===== src/rtl/fir_data_writer.sv =====
// Ingest stage of the FIR datapath: zero-fills the circular data RAM at run start,
// then stores one AXI-Stream sample at a time and hands its address to the MAC engine.
module fir_data_writer #(
  parameter int pADDR_WIDTH = 12,
  parameter int pDATA_WIDTH = 32,
  parameter int pTAP_NUM    = 11
) (
  input  logic                   axis_clk,
  input  logic                   axis_rst,
  input  logic                   ap_start,
  output logic                   busy,
  input  logic                   ss_tvalid,
  input  logic [pDATA_WIDTH-1:0] ss_tdata,
  input  logic                   ss_tlast,
  output logic                   ss_tready,
  output logic                   data_EN,
  output logic [3:0]             data_WE,
  output logic [pADDR_WIDTH-1:0] data_A,
  output logic [pDATA_WIDTH-1:0] data_Di,
  output logic [pADDR_WIDTH-1:0] fir_start_address,
  output logic                   sample_valid,
  input  logic                   compute_done,
  output logic                   last_sample,
  output logic [9:0]             sample_count,
  output logic                   done
);

  typedef enum logic [2:0] {IDLE, CLEAR, WAIT_IN, WRITE, HANDOFF, DONE} state_t;

  localparam logic [pADDR_WIDTH-1:0] ADDR_STEP = pADDR_WIDTH'(4);
  localparam logic [pADDR_WIDTH-1:0] LAST_ADDR = pADDR_WIDTH'((pTAP_NUM - 1) * 4);
  localparam logic [pADDR_WIDTH-1:0] LAST_PTR  = pADDR_WIDTH'(pTAP_NUM - 1);

  state_t                 state;
  logic [pADDR_WIDTH-1:0] clear_ptr;
  logic [pADDR_WIDTH-1:0] wr_addr;

  // Every output is a register loaded alongside the state transition that implies it,
  // so each output already holds the value belonging to the state being entered.
  // NOTE: non-blocking assignments throughout, so every branch reads pre-edge values.
  // NOTE: the data RAM itself has no reset; the CLEAR pass is what zeroes its history.
  always_ff @(posedge axis_clk or posedge axis_rst) begin
    if (axis_rst) begin
      state             <= IDLE;
      clear_ptr         <= '0;
      wr_addr           <= '0;
      busy              <= 1'b0;
      ss_tready         <= 1'b0;
      data_EN           <= 1'b0;
      data_WE           <= 4'h0;
      data_A            <= '0;
      data_Di           <= '0;
      fir_start_address <= '0;
      sample_valid      <= 1'b0;
      last_sample       <= 1'b0;
      sample_count      <= '0;
      done              <= 1'b0;
    end else begin
      case (state)
        IDLE: begin
          if (ap_start) begin
            state        <= CLEAR;
            clear_ptr    <= '0;
            wr_addr      <= '0;
            sample_count <= '0;
            busy         <= 1'b1;
            data_EN      <= 1'b1;
            data_WE      <= 4'hF;
            data_A       <= '0;
            data_Di      <= '0;
          end
        end

        CLEAR: begin
          if (clear_ptr == LAST_PTR) begin
            state     <= WAIT_IN;
            data_EN   <= 1'b0;
            data_WE   <= 4'h0;
            data_A    <= '0;
            ss_tready <= 1'b1;
          end else begin
            clear_ptr <= clear_ptr + pADDR_WIDTH'(1);
            data_A    <= (clear_ptr + pADDR_WIDTH'(1)) << 2;
          end
        end

        WAIT_IN: begin
          if (ss_tvalid) begin
            state       <= WRITE;
            ss_tready   <= 1'b0;
            last_sample <= ss_tlast;
            data_EN     <= 1'b1;
            data_WE     <= 4'hF;
            data_A      <= wr_addr;
            data_Di     <= ss_tdata;
          end
        end

        WRITE: begin
          state             <= HANDOFF;
          fir_start_address <= wr_addr;
          sample_valid      <= 1'b1;
          data_EN           <= 1'b0;
          data_WE           <= 4'h0;
          data_A            <= '0;
          data_Di           <= '0;
        end

        HANDOFF: begin
          if (compute_done) begin
            // Upward with wrap, mirroring the address generator's downward walk.
            wr_addr      <= (wr_addr == LAST_ADDR) ? '0 : wr_addr + ADDR_STEP;
            sample_count <= sample_count + 10'd1;
            sample_valid <= 1'b0;
            if (last_sample) begin
              state <= DONE;
              done  <= 1'b1;
            end else begin
              state     <= WAIT_IN;
              ss_tready <= 1'b1;
            end
          end
        end

        DONE: begin
          state <= IDLE;
          done  <= 1'b0;
          busy  <= 1'b0;
        end

        default: state <= IDLE;
      endcase
    end
  end

endmodule


===== config.mk =====
export PLATFORM = sky130hd
export DESIGN_NAME = fir_data_writer
export DESIGN_NICKNAME = d
export VERILOG_FILES = /design/src/rtl/fir_data_writer.sv
export SDC_FILE = /design/constraint.sdc
export NUM_CORES = 1
export LEC_CHECK = 0
export BUFFER_PORTS_ARGS = -buffer_cell sky130_fd_sc_hd__buf_4
export CAP_MARGIN = 0
export CELL_PAD_IN_SITES_DETAIL_PLACEMENT = 0
export CELL_PAD_IN_SITES_GLOBAL_PLACEMENT = 1
export CORE_AREA = 3 3 108 110
export DETAILED_ROUTE_END_ITERATION = 10
export DIE_AREA = 0 0 111 113
export PLACE_DENSITY = 0.87
export SLEW_MARGIN = 10
export SYNTH_ARGS = -nofsm -noshare
export SYNTH_HDL_FRONTEND = slang
export SYNTH_SLANG_ARGS = --single-unit

===== constraint.sdc =====
create_clock -name axis_clk -period 5.84 [get_ports axis_clk]
set_clock_uncertainty 0.15 [all_clocks]
set_input_delay 0.292 -clock axis_clk [delete_from_list [all_inputs] [get_ports axis_clk]]
set_output_delay 0.292 -clock axis_clk [all_outputs]
set_load 0.01 [all_outputs]

# Yosys cells after proc, flatten, opt, wreduce, memory -nomap -nowiden

Index checks and enable logic that the tools add are counted.

Multiplexer cells: 40
$add $sub $neg: 3
Reduce and logical (&&, ||, !) cells: 20
Equality and inequality tests: 14

Operator list:

| operator              | count |
|---|---|
| $pmux 32 s3           | 1 |
| $mux 12               | 6 |
| $mux 32               | 2 |
| $pmux 12 s2           | 2 |
| $pmux 12 s4           | 1 |
| $mux 10               | 2 |
| $pmux 10 s2           | 1 |
| $pmux 4 s4            | 1 |
| $mux 3                | 5 |
| $pmux 3 s5            | 1 |
| $reduce_and 3->1      | 5 |
| $ne 2x2->1 const B    | 7 |
| $add 12x1->12 const B | 1 |
| $add 12x3->12 const B | 1 |
| $eq 12x4->1 const B   | 1 |
| $eq 12x6->1 const B   | 1 |
| $mux 4                | 3 |
| $add 10x1->10 const B | 1 |
| $mux 1                | 10 |
| $reduce_bool 2->1     | 5 |
| $reduce_and 4->1      | 2 |
| $eq 3x2->1 const B    | 2 |
| $eq 3x3->1 const B    | 2 |
| $pmux 1 s2            | 3 |
| 8 further kinds       | 11 |

Logic and storage cells: 91
Flip-flop bits (word level): 103
Output and inout bits: 76
Input bits: 38

# Depth between registers and ports, before layout

Gate-level depths: netlist (run 1).

Word-level depth: 4
Depth in mapped cells: 8
Gate-level depth less buffers: 6

# Worst setup path before layout (run 1)

Ideal clock, no wire load.

Path type: register -> register
Start: reg wr_addr[2]
End: reg wr_addr[10]
Clock period less this slack: 2.100 ns
Data arrival time: 1.826 ns
Cell stages (with the launch flop): 7
Data required time: 5.566 ns
Path slack: 3.740 ns
Cells stage by stage: dfrtp_1 inv_1 ha_1 or4b_4 or4_4 a21oi_4 nor2_1

Word-level cells in the longest chain between the ends: 4
Elaborated cells on any way between the ends: 5
Classes of those cells: add/sub (1); eq/ne (1); mux (3)

RTL lines:

| item                                         | line | text |
|---|---|---|
| start, declared                              | 36   | `logic [pADDR_WIDTH-1:0] wr_addr;` |
| start signal, assigned                       | 112  | `wr_addr <= (wr_addr == LAST_ADDR) ? '0 : wr_addr + ADDR_STEP;` |
| $add 12x3->12 or $eq 12x6->1 (tied branches) | 112  |  |
| $mux 12 *                                    | 112  |  |
| $mux 12 *                                    | 110  | `if (compute_done) begin` |
| $pmux 12 s2 *                                | 59   | `case (state)` |

Every way passes the cells marked *; elsewhere a longest branch is shown, timed or not. The select of a mux whose other input is x is not followed.
A chain may end at the register's enable or synchronous reset.

# Worst setup path after layout (run 1)

Start: reg state[0]
End: reg sample_count[9]

Word-level cells in the longest chain between the ends: 3
Elaborated cells on any way between the ends: 7
Classes of those cells: eq/ne (3); mux (1); reduce/logical (3)

RTL lines:

| item                                                             | line | text |
|---|---|---|
| start, declared                                                  | 34   | `state_t state;` |
| start signal, assigned                                           | 44   | `state <= IDLE;` |
| start signal, assigned                                           | 62   | `state <= CLEAR;` |
| start signal, assigned                                           | 76   | `state <= WAIT_IN;` |
| $eq 3x3->1 or $logic_not 3->1 (tied branches)                    | 59   |  |
| $ne 2x2->1 (no source line) or $reduce_bool 2->1 (tied branches) | -    |  |
| $reduce_and 3->1 (no source line)                                | -    |  |
| end signal, assigned                                             | 113  | `sample_count <= sample_count + 10'd1;` |
| end, declared                                                    | 24   | `output logic [9:0] sample_count,` |

Parallel ways exist; a longest one is shown, timed or not.

==> results of run 1 <==
worst paths after layout:
kind	start	to	cells past startpoint
max in group asynchronous	axis_rst	data_WE[2]	4
max	state[0]	sample_count[9]	4
max reg2reg	state[0]	sample_count[9]	4
min	ss_tlast	last_sample	2
min in group asynchronous	axis_rst	data_Di[25]	3
min reg2reg	data_Di[16]	data_Di[16]	2
per-stage QoR:
step	instance area, um^2	setup WS, ps
after CTS	5441	3375
after floorplan	4309	2949
after global placement	5202	3458
after global routing	5441	3161
final	5441	3358
after detailed placement	5202	3389
metal layers:
metal  global-route usage, %  share of wire, %  vias up
li1                        -                 -     1677
met3                   2.781               4.3       15
met5                       0                 0        -
met1                   22.02                45     1656
met4                   6.240               1.8        0
met2                   26.42                49       82
kinds of logic (layout without fill, tap and decap cells):
kind of cell | count (synthesis) | in the layout | synth area share (%)
AND/OR/NAND/NOR | 167 | 167 | 18.22
flip-flops | 94 | 94 | 54.64
AO/OA/AOI/OAI | 91 | 91 | 13.48
buffers and inverters | 40 | 143 | 4.504
XOR/XNOR | 21 | 21 | 4.272
multiplexers | 13 | 13 | 3.342
adder cells (fa/ha/maj) | 5 | 5 | 1.453
other | 1 | 2 | 0.08710
cells in the mapped netlist (3+ instances only):
master      n  area share [%]
nand4_1     5            0.73
ha_1        5             1.5
o2111ai_1   4            0.81
and2_1      3            0.44
a211o_1     3            0.61
o221ai_1    6             1.2
xnor2_1     5             1.0
or3_1       4            0.58
buf_4       8             1.4
o21ai_0    49             5.7
a21o_1      3            0.52
o211ai_1    5            0.87
nor2_1     25             2.2
inv_1      11            0.96
xor2_1     16             3.3
buf_2       5            0.58
a31oi_1     3            0.44
clkbuf_1   15             1.3
mux2_2     11             2.9
nor4_1      3            0.44
dfrtp_1    94              55
a21oi_1     5            0.58
nand3_1    11             1.3
nand2_1    97             8.5
o2bb2ai_1   5             1.0
state kept, by name (all words and copies together) (netlist names), 3 cells and up:
| name | cells |
|---|---|
| sample_count | 10 |
| wr_addr | 10 |
| data_Di | 32 |
| fir_start_address | 10 |
| data_A | 11 |
| state | 3 |
| clear_ptr | 12 |
worst max-delay path, stage by stage (launching register included):
cell	delay [ps]
dfrtp_1	580
nor4b_4	870
o2111ai_1	260
or3_1	400
a21oi_1	140
where the power goes:
part	switching, W	internal (W)	leakage [nW]
clock	0.000235	0.000257	0.118
sequential	0.000144	0.000812	1.27
combinational	0.000486	0.000362	1.24
cell type report:
| class | count | area [um^2] | share of cell area (%) |
|---|---|---|---|
| clock buffer | 10 | 137.6 | 2.529 |
| clock inverter | 6 | 91.34 | 1.679 |
| inverter | 11 | 42.54 | 0.7818 |
| multi-input combinational | 299 | 1769 | 32.51 |
| sequential | 94 | 2352 | 43.23 |
| tap | 140 | 175.2 | 3.219 |
| timing repair buffer | 116 | 873.3 | 16.05 |
timing repair:
| action | CTS | global route |
|---|---|---|
| endpoints found under the hold margin | 34 | 0 |
| hold buffers | 1 | 0 |
| gates resized for setup | 0 | 0 |
==> impl_results.md, run 1 <==
* Post-CTS Setup Bufs at 0
* CP endpoint kind: flop
* Most frequent cells in the layout: buf_4, nand2_1, dfrtp_1
* Sequential share of the synthesized area at 54.64%
* Final Instance Count excl. Fillers at 676
* Root buffer cell: clkbuf_8
* Num CTS Buffers at 9
* Layout area overhead at 26.39%
* Crit path kind: flop to flop
* # setup viols final at 0
* DRT Pass-1 Iters at 4
* Share of cells above drive strength 1 at 28.54%
* Overall Power at 0.002296 W
* EDFF count, synth at 0
* Outcome: finished clean
* Max-cap violations at 0
* Mapped cell area at 4305 um^2
* Tmin final at 2482 ps
* Yosys reg bits at 94
* H-tree Lvls at 3
* Max-slew violation count at 0
* Gpl congestion at 0.8734
* DRC errors left at 0
* Vias in the first global route at 3359
* Total GRT Usage at 16.29%
* Hold slack at 18.21 ps
* Chip height at 113 um
* Die width at 111 um
* Antenna Cells at 0
* Initial antenna violation count at 0
* Final nets at 574
* PwrDens at 421.9 nW/um^2
* Worst-Margin Slew at 963.9 ps
* Number of fill cells at 1007
* Data arrival, critical path at 2610 ps
* Share of async-settable or async-resettable flops after synthesis at 100.0%
* Max VDD drop at 0.0001706 V
* TritonCTS clock tree: done
* Clk sinks at 94
* HP Class: input pin to flop
* DRT Wirelength at 10.20 mm
* Leak at 2.630 nW
* Fmax at 402.8 MHz
* Num ports at 114
* DR iter-0 viols at 157
* Syn Area/Cell at 9.966 um^2
* WP data required at 5970 ps
* Most common cell after layout, fill and taps aside: buf_4
* First-pass GRT wire length at 16.91 mm
* Post-synthesis instance total at 432
* Post-route ant nets at 0
* Post-DR wirelength/cell at 15.08 um
* Area of the die at 12540 um^2
* Largest net degree at the start of global routing at 65
* Vias/cell at 5.074
* Core Region at 10790 um^2
* Reg2Reg Setup Slack at 3360 ps
* Crit start category: flop
* Relative slew margins at 35.47%
* Clk buf depth at 2
* Final period util at 42.51%
* DPL Wire Length at 7.199 mm
* Worst-Skew Late Latency at 360 ps
* Total grt overflow at 0
* Critical path peak fanout at 19
* Port Buffers at 111
* Main synth FF type: dfrtp_1
* Final Hold Vio Count at 0
* Warnings from Yosys at 0
* Worst-path clk slew at 100 ps
* Setup TNS at 0 ps
* Cell variety after synth at 49
* Initial Util at 39.89%
* Vias at 3430
* RSZ-0062 raised after global routing: no
* Std-Cell Rows at 38
* Final Core Density at 50.42%
* Placed insts at 659
Note: power is estimated with default switching activity, not from simulation.
==> inputs of run 2 (changes only) <==
clock period = 2.4 ns   (was 5.84 ns; I/O delays follow)
==> run 2 against run 1 <==
  * Combinational power rose to 2.7 times the previous value
  * Register-to-register slack got worse by 3200 ps
  * Sequential power is 140% higher
  * Setup slack got worse by 3200 ps
  * Largest cell class unchanged
  * Final cell count up 6.7%
  * Global-route usage rose by 1.5 points
  * Largest power group unchanged
==> impl_results.md, run 2 (synthesis results as in run 1) <==
* Max-slew violation count at 0 (unchanged)
* Total GRT Usage at 17.80% (+1.5 points)
* Total grt overflow at 0 (unchanged)
* Final period util at 93.57% (+51 points)
* DRC errors left at 0 (unchanged)
* Post-DR wirelength/cell at 15.23 um (+0.99%)
* Final nets at 621 (+8.2%)
* Most flops, register: data_Di
* Setup TNS at 0 ps (unchanged)
* H-tree Lvls at 3 (unchanged)
* Clk sinks at 94 (unchanged)
* Leak at 2.815 nW (+7.0%)
* WP data required at 2490 ps (-3480 ps)
* Final Core Density at 54.35% (+3.9 points)
* End of the worst register-to-register path: wr_addr[11]
* Data arrival, critical path at 2340 ps (-270 ps)
* Root buffer cell: clkbuf_8
* Num ports at 114 (unchanged)
* Final setup margin at 154.4 ps (-3203 ps)
* # setup viols final at 0 (unchanged)
* Hold_sp: data_Di[21]
* Area of the die at 12540 um^2 (unchanged)
* Most common cell after layout, fill and taps aside: buf_4
* Final Hold Vio Count at 0 (unchanged)
* PwrDens at 951.3 nW/um^2 (+130%)
* Top Registers: data_Di (32), clear_ptr (12), data_A (11)
* Worst hold path cell count at 2 (unchanged)
* CP endpoint kind: flop
* DRT Pass-1 Iters at 4 (unchanged)
* Std-Cell Rows at 38 (unchanged)
* Chip height at 113 um (unchanged)
* Flip-flop count of the largest register after layout at 32 (unchanged)
* Initial antenna violation count at 0 (unchanged)
* Clk buf depth at 2 (unchanged)
* Core Region at 10790 um^2 (unchanged)
* Post-route ant nets at 0 (unchanged)
* Vias in the first global route at 3737 (+11%)
* Max VDD drop at 0.0004978 V (+190%)
* Most frequent cells in the layout: buf_4, nand2_1, dfrtp_1
* Gpl congestion at 0.8917 (+2.1%)
* Outcome: finished clean
* Antenna Cells at 0 (unchanged)
* Relative slew margins at 41.04% (+5.6 points)
* HP Class: flop to flop
* Hold path endpoint: data_Di[21]
* Die width at 111 um (unchanged)
* Reg2Reg Setup Slack at 150 ps (-3200 ps)
* DP Worst Slack at 182.1 ps (-3207 ps)
* DR iter-0 viols at 189 (+20%)
* FF-to-FF path depth at 6 (+2)
* RSZ-0062 raised after global routing: no
* Largest net degree at the start of global routing at 65 (unchanged)
* Layout area overhead at 36.24%
* DPL Wire Length at 7.659 mm (+6.4%)
* Port Buffers at 111 (unchanged)
* Worst-Skew Late Latency at 360 ps (about the same)
* Fmax at 445.3 MHz (+11%)
* Tmin final at 2246 ps (-236.8 ps)
* R2R Path Start: wr_addr[2]
* Vias at 3646 (+6.3%)
* Share of cells above drive strength 1 at 27.37% (-1.2 points)
* Initial Util at 39.89% (unchanged)
* Worst-Margin Slew at 882.6 ps (-81.35 ps)
* Worst-path clk slew at 80 ps (-20 ps)
* DRT Wirelength at 10.98 mm (+7.7%)
* Critical path peak fanout at 6 (-13)
* Post-cts sizing count at 0 (unchanged)
* TritonCTS clock tree: done
* Number of fill cells at 967 (-4.0%)
* Crit start category: flop
* First-pass GRT wire length at 18.20 mm (+7.6%)
* Max-cap violations at 0 (unchanged)
* Crit path kind: flop to flop
* Num CTS Buffers at 9 (unchanged)
* Vias/cell at 5.057 (-0.34%)
run 2: changes by cell type in the layout (fill, tap and decap cells not counted), sizes merged:
| cell | delta |
|---|---|
| buf | +11 |
| dlygate4sd3 | +36 |
| clkinvlp | +1 |
| clkinv | -1 |
| bufinv | -1 |
| inv | -3 |
| clkbuf | +2 |
run 2: what timing repair did:
item                                   4_1_cts  5_1_grt
hold buffers                                37        0
buffers inserted                             0        0
endpoints found under the hold margin       73        0
run 2: final cells by class:
| class | instances | area [um^2] | share of cell area (%) |
|---|---|---|---|
| Sequential cell | 94 | 2352 | 40.10 |
| Timing Repair Buffer | 163 | 1354 | 23.08 |
| Multi-Input combinational cell | 299 | 1769 | 30.16 |
| Tap cell | 140 | 175.2 | 2.986 |
| Clock buffer | 12 | 135.1 | 2.304 |
| Clock inverter | 2 | 35.03 | 0.5973 |
| Inverter | 11 | 45.04 | 0.7679 |
run 2: per-layer routing:
layer / GRT usage, % / share of wire (%)
met5: 0 / 0
met4: 6.240 / 1.9
met3: 4.118 / 4.0
met1: 22.95 / 45
met2: 29.65 / 49
run 2: through the flow:
step                cell area, um^2  hold slack (ps)  total power, W  instances
detailed placement             5325            200.6        0.004601        670
finish                         5866            342.1        0.005580        721
floorplan                      4313            106.0        0.003568        433
global placement               5325            194.3        0.004533        670
CTS                            5866            343.7        0.005635        721
global route                   5866            356.3        0.005988        721
run 2: worst max path at each step:
stage,from,to,slack (ps),cells past startpoint
global placement,wr_addr[2],wr_addr[8],220,6
global route,clear_ptr[0],clear_ptr[9],50,6
CTS,wr_addr[2],wr_addr[9],170,6
finish,wr_addr[2],wr_addr[11],150,6
detailed placement,wr_addr[2],wr_addr[6],180,6
floorplan,wr_addr[2],wr_addr[10],300,6
run 2: where the power goes:
part	switching (W)	internal [W]
clock	0.000514	0.000471
sequential	0.000321	0.00198
combinational	0.00127	0.00102
run 2: critical path, stage by stage, from the launching register on:
cell and delay (ps):
dfrtp_1 440, inv_1 100, ha_1 130, or4b_4 450
o41ai_1 600, or3_1 190, o21ai_0 70
==> inputs of run 3 (changes only) <==
clock period = 2.9 ns   (was 2.4 ns; I/O delays follow)
==> run 3 against run 2 <==
  * Routed wire length down 0.94%
  * Sequential power down 17%
  * Non-clock buffer count down 8
  * Fmax down 6.2%
  * Register-to-register slack better by 350 ps
  * Die area unchanged
  * Clock-buffer cell count up 1
  * Final cell count down 0.83%
==> impl_results.md, run 3 (synthesis results as in run 1) <==
* Outcome: finished clean
* Initial antenna violation count at 0 (unchanged)
* Setup TNS at 0 ps (unchanged)
* Area of the die at 12540 um^2 (unchanged)
* Chip height at 113 um (unchanged)
* Antenna Cells at 0 (unchanged)
* Clk sinks at 94 (unchanged)
* Pint at 0.002734 W (-21%)
* Worst-path clk slew at 90 ps (about the same)
* Core Region at 10790 um^2 (unchanged)
* Port Buffers at 111 (unchanged)
* TritonCTS clock tree: done
* Vias/cell at 5.057 (about the same)
* Root buffer cell: clkbuf_8
* DRT Pass-1 Iters at 5 (+1)
* Final period util at 82.51% (-11 points)
* DRC errors left at 0 (unchanged)
* Final nets at 613 (-1.3%)
* Clock power frac at 17.0% (-0.7 points)
* Flip-flop count of the largest register after layout at 32 (unchanged)
* Share of cells above drive strength 1 at 26.26% (-1.1 points)
* Crit-path max cell delay at 570 ps (-30 ps)
* Most flops, register: data_Di
* DR iter-0 viols at 221 (+17%)
* Std-Cell Rows at 38 (unchanged)
* # setup viols final at 0 (unchanged)
* Vias at 3616 (-0.82%)
* Leak at 2.760 nW (-2.0%)
* Post-cts sizing count at 0 (unchanged)
* Vias in the first global route at 3598 (-3.7%)
* Max-slew violation count at 0 (unchanged)
* Dpl cell area at 5230 um^2 (-1.8%)
* Tmin final at 2393 ps (+147.3 ps)
* Die width at 111 um (unchanged)
* Comb pwr share at 40.0% (-1.2 points)
* DP Worst Slack at 701.7 ps (+519.6 ps)
* HP Class: input pin to asynchronous set/reset pin
* Psw at 0.001737 W (-18%)
* Post-DR wirelength/cell at 15.22 um (-0.11%)
* Placed insts at 661 (-1.3%)
* Initial Util at 39.89% (unchanged)
* Most frequent cells in the layout: buf_4, nand2_1, dfrtp_1
* Data arrival, critical path at 2480 ps (+140 ps)
* Num CTS Buffers at 9 (unchanged)
* Sw frac at 38.85% (+1.0 points)
* Largest net degree at the start of global routing at 65 (unchanged)
* Layout area overhead at 34.03%
* Critical path peak fanout at 34 (+28)
* WP data required at 2990 ps (+500 ps)
* Fmax at 417.9 MHz (-6.2%)
* DPL Wire Length at 7.344 mm (-4.1%)
* Total grt overflow at 0 (unchanged)
* Worst-Skew Late Latency at 360 ps (about the same)
* Max-cap violations at 0 (unchanged)
* Num ports at 114 (unchanged)
* RSZ-0062 raised after global routing: no
* Final Instance Count excl. Fillers at 715 (-0.83%)
* Seq. cell area at 2352 um^2 (unchanged)
* Post-route ant nets at 0 (unchanged)
* Top Registers: data_Di (32), clear_ptr (12), data_A (11)
* PwrDens at 774.7 nW/um^2 (-19%)
* Total GRT Usage at 17.65% (-0.15 points)
* Crit path kind: flop to flop
* Max VDD drop at 0.0003281 V (-34%)
* Clk buf depth at 2 (unchanged)
* CP Cell Sequence: nor3b_4 -> buf_4 -> nand2_1 -> mux2_2 -> dlygate4sd3_1
* Final non-filler cell area at 5771 um^2 (-1.6%)
* Sequential share of power at 43.0% (+1.8 points)
* H-tree Lvls at 3 (unchanged)
* Worst-Margin Slew at 669.3 ps (-213.2 ps)
* Most common cell after layout, fill and taps aside: buf_4
* Final Hold Vio Count at 0 (unchanged)
* CP endpoint kind: flop
* Gpl congestion at 0.8697 (-2.5%)
* First-pass GRT wire length at 18.18 mm (about the same)
* Final setup margin at 507.1 ps (+352.7 ps)
* Number of fill cells at 973 (+0.62%)
* Multi-input gate area at 1769 um^2 (unchanged)
* Relative slew margins at 55.19% (+14 points)
* Crit path max-delay cell type: dfrtp_1
* Crit start category: flop
* DRT Wirelength at 10.88 mm (-0.94%)
-- run 3: layer usage --
layer	track usage (%)	vias to the layer above	routed length [um]
li1	-	1755	-
met5	0	-	0
met2	29.29	94	5451
met3	3.262	15	467
met4	6.568	0	213
met1	23.23	1752	4746
-- run 3: power by group through the flow --
stage | clock [W] | sequential (W) | combinational, W
5_1_grt | 0.000836 | 0.00198 | 0.00199
3_5_place_dp | 0 | 0.00194 | 0.00175
4_1_cts | 0.000784 | 0.00192 | 0.00181
6_report | 0.000758 | 0.00192 | 0.00179
2_1_floorplan | 0 | 0.00200 | 0.000953
3_3_place_gp | 0 | 0.00192 | 0.00173
-- run 3: final timing paths --
| kind | endpoint | slack, ps | cells after the start | start |
|---|---|---|---|---|
| min | data_Di[24] | 240 | 3 | axis_rst |
| min in group axis_clk | data_Di[9] | 340 | 2 | data_Di[9] |
| max in group asynchronous | busy | 1630 | 4 | axis_rst |
| max | last_sample | 510 | 5 | state[1] |
| max reg2reg | last_sample | 510 | 5 | state[1] |
| min reg2reg | data_Di[9] | 340 | 2 | data_Di[9] |
-- run 3: repair_timing --
item                      CTS  global route
hold buffers               38             0
buffers inserted            0             0
hold endpoints to repair   71             0
-- run 3: final cells by class --
class	instances	share of cell area [%]
clock inverter	3	0.3686
tap	140	3.036
multi-input combinational	299	30.66
clock buffer	13	2.407
sequential	94	40.76
timing repair buffer	155	22.03
inverter	11	0.7372
-- run 3: stage by stage --
step / util (%) / hold WS, ps / total power, W
4_1_cts: 53.47 / 252.3 / 0.004517
5_1_grt: 53.47 / 285.0 / 0.004807
3_3_place_gp: 48.46 / 100.7 / 0.003652
6_report: 53.47 / 239.8 / 0.004470
2_1_floorplan: - / 131.0 / 0.002953
3_5_place_dp: 48.46 / 99.90 / 0.003699
-- run 3: critical path: cells and delay by family (launching register included) --
| family | cells | cell delay [ps] |
|---|---|---|
| muxes | 1 | 270 |
| DFF | 1 | 570 |
| buffers and inverters | 2 | 920 |
| and+or+nand+nor | 2 | 360 |
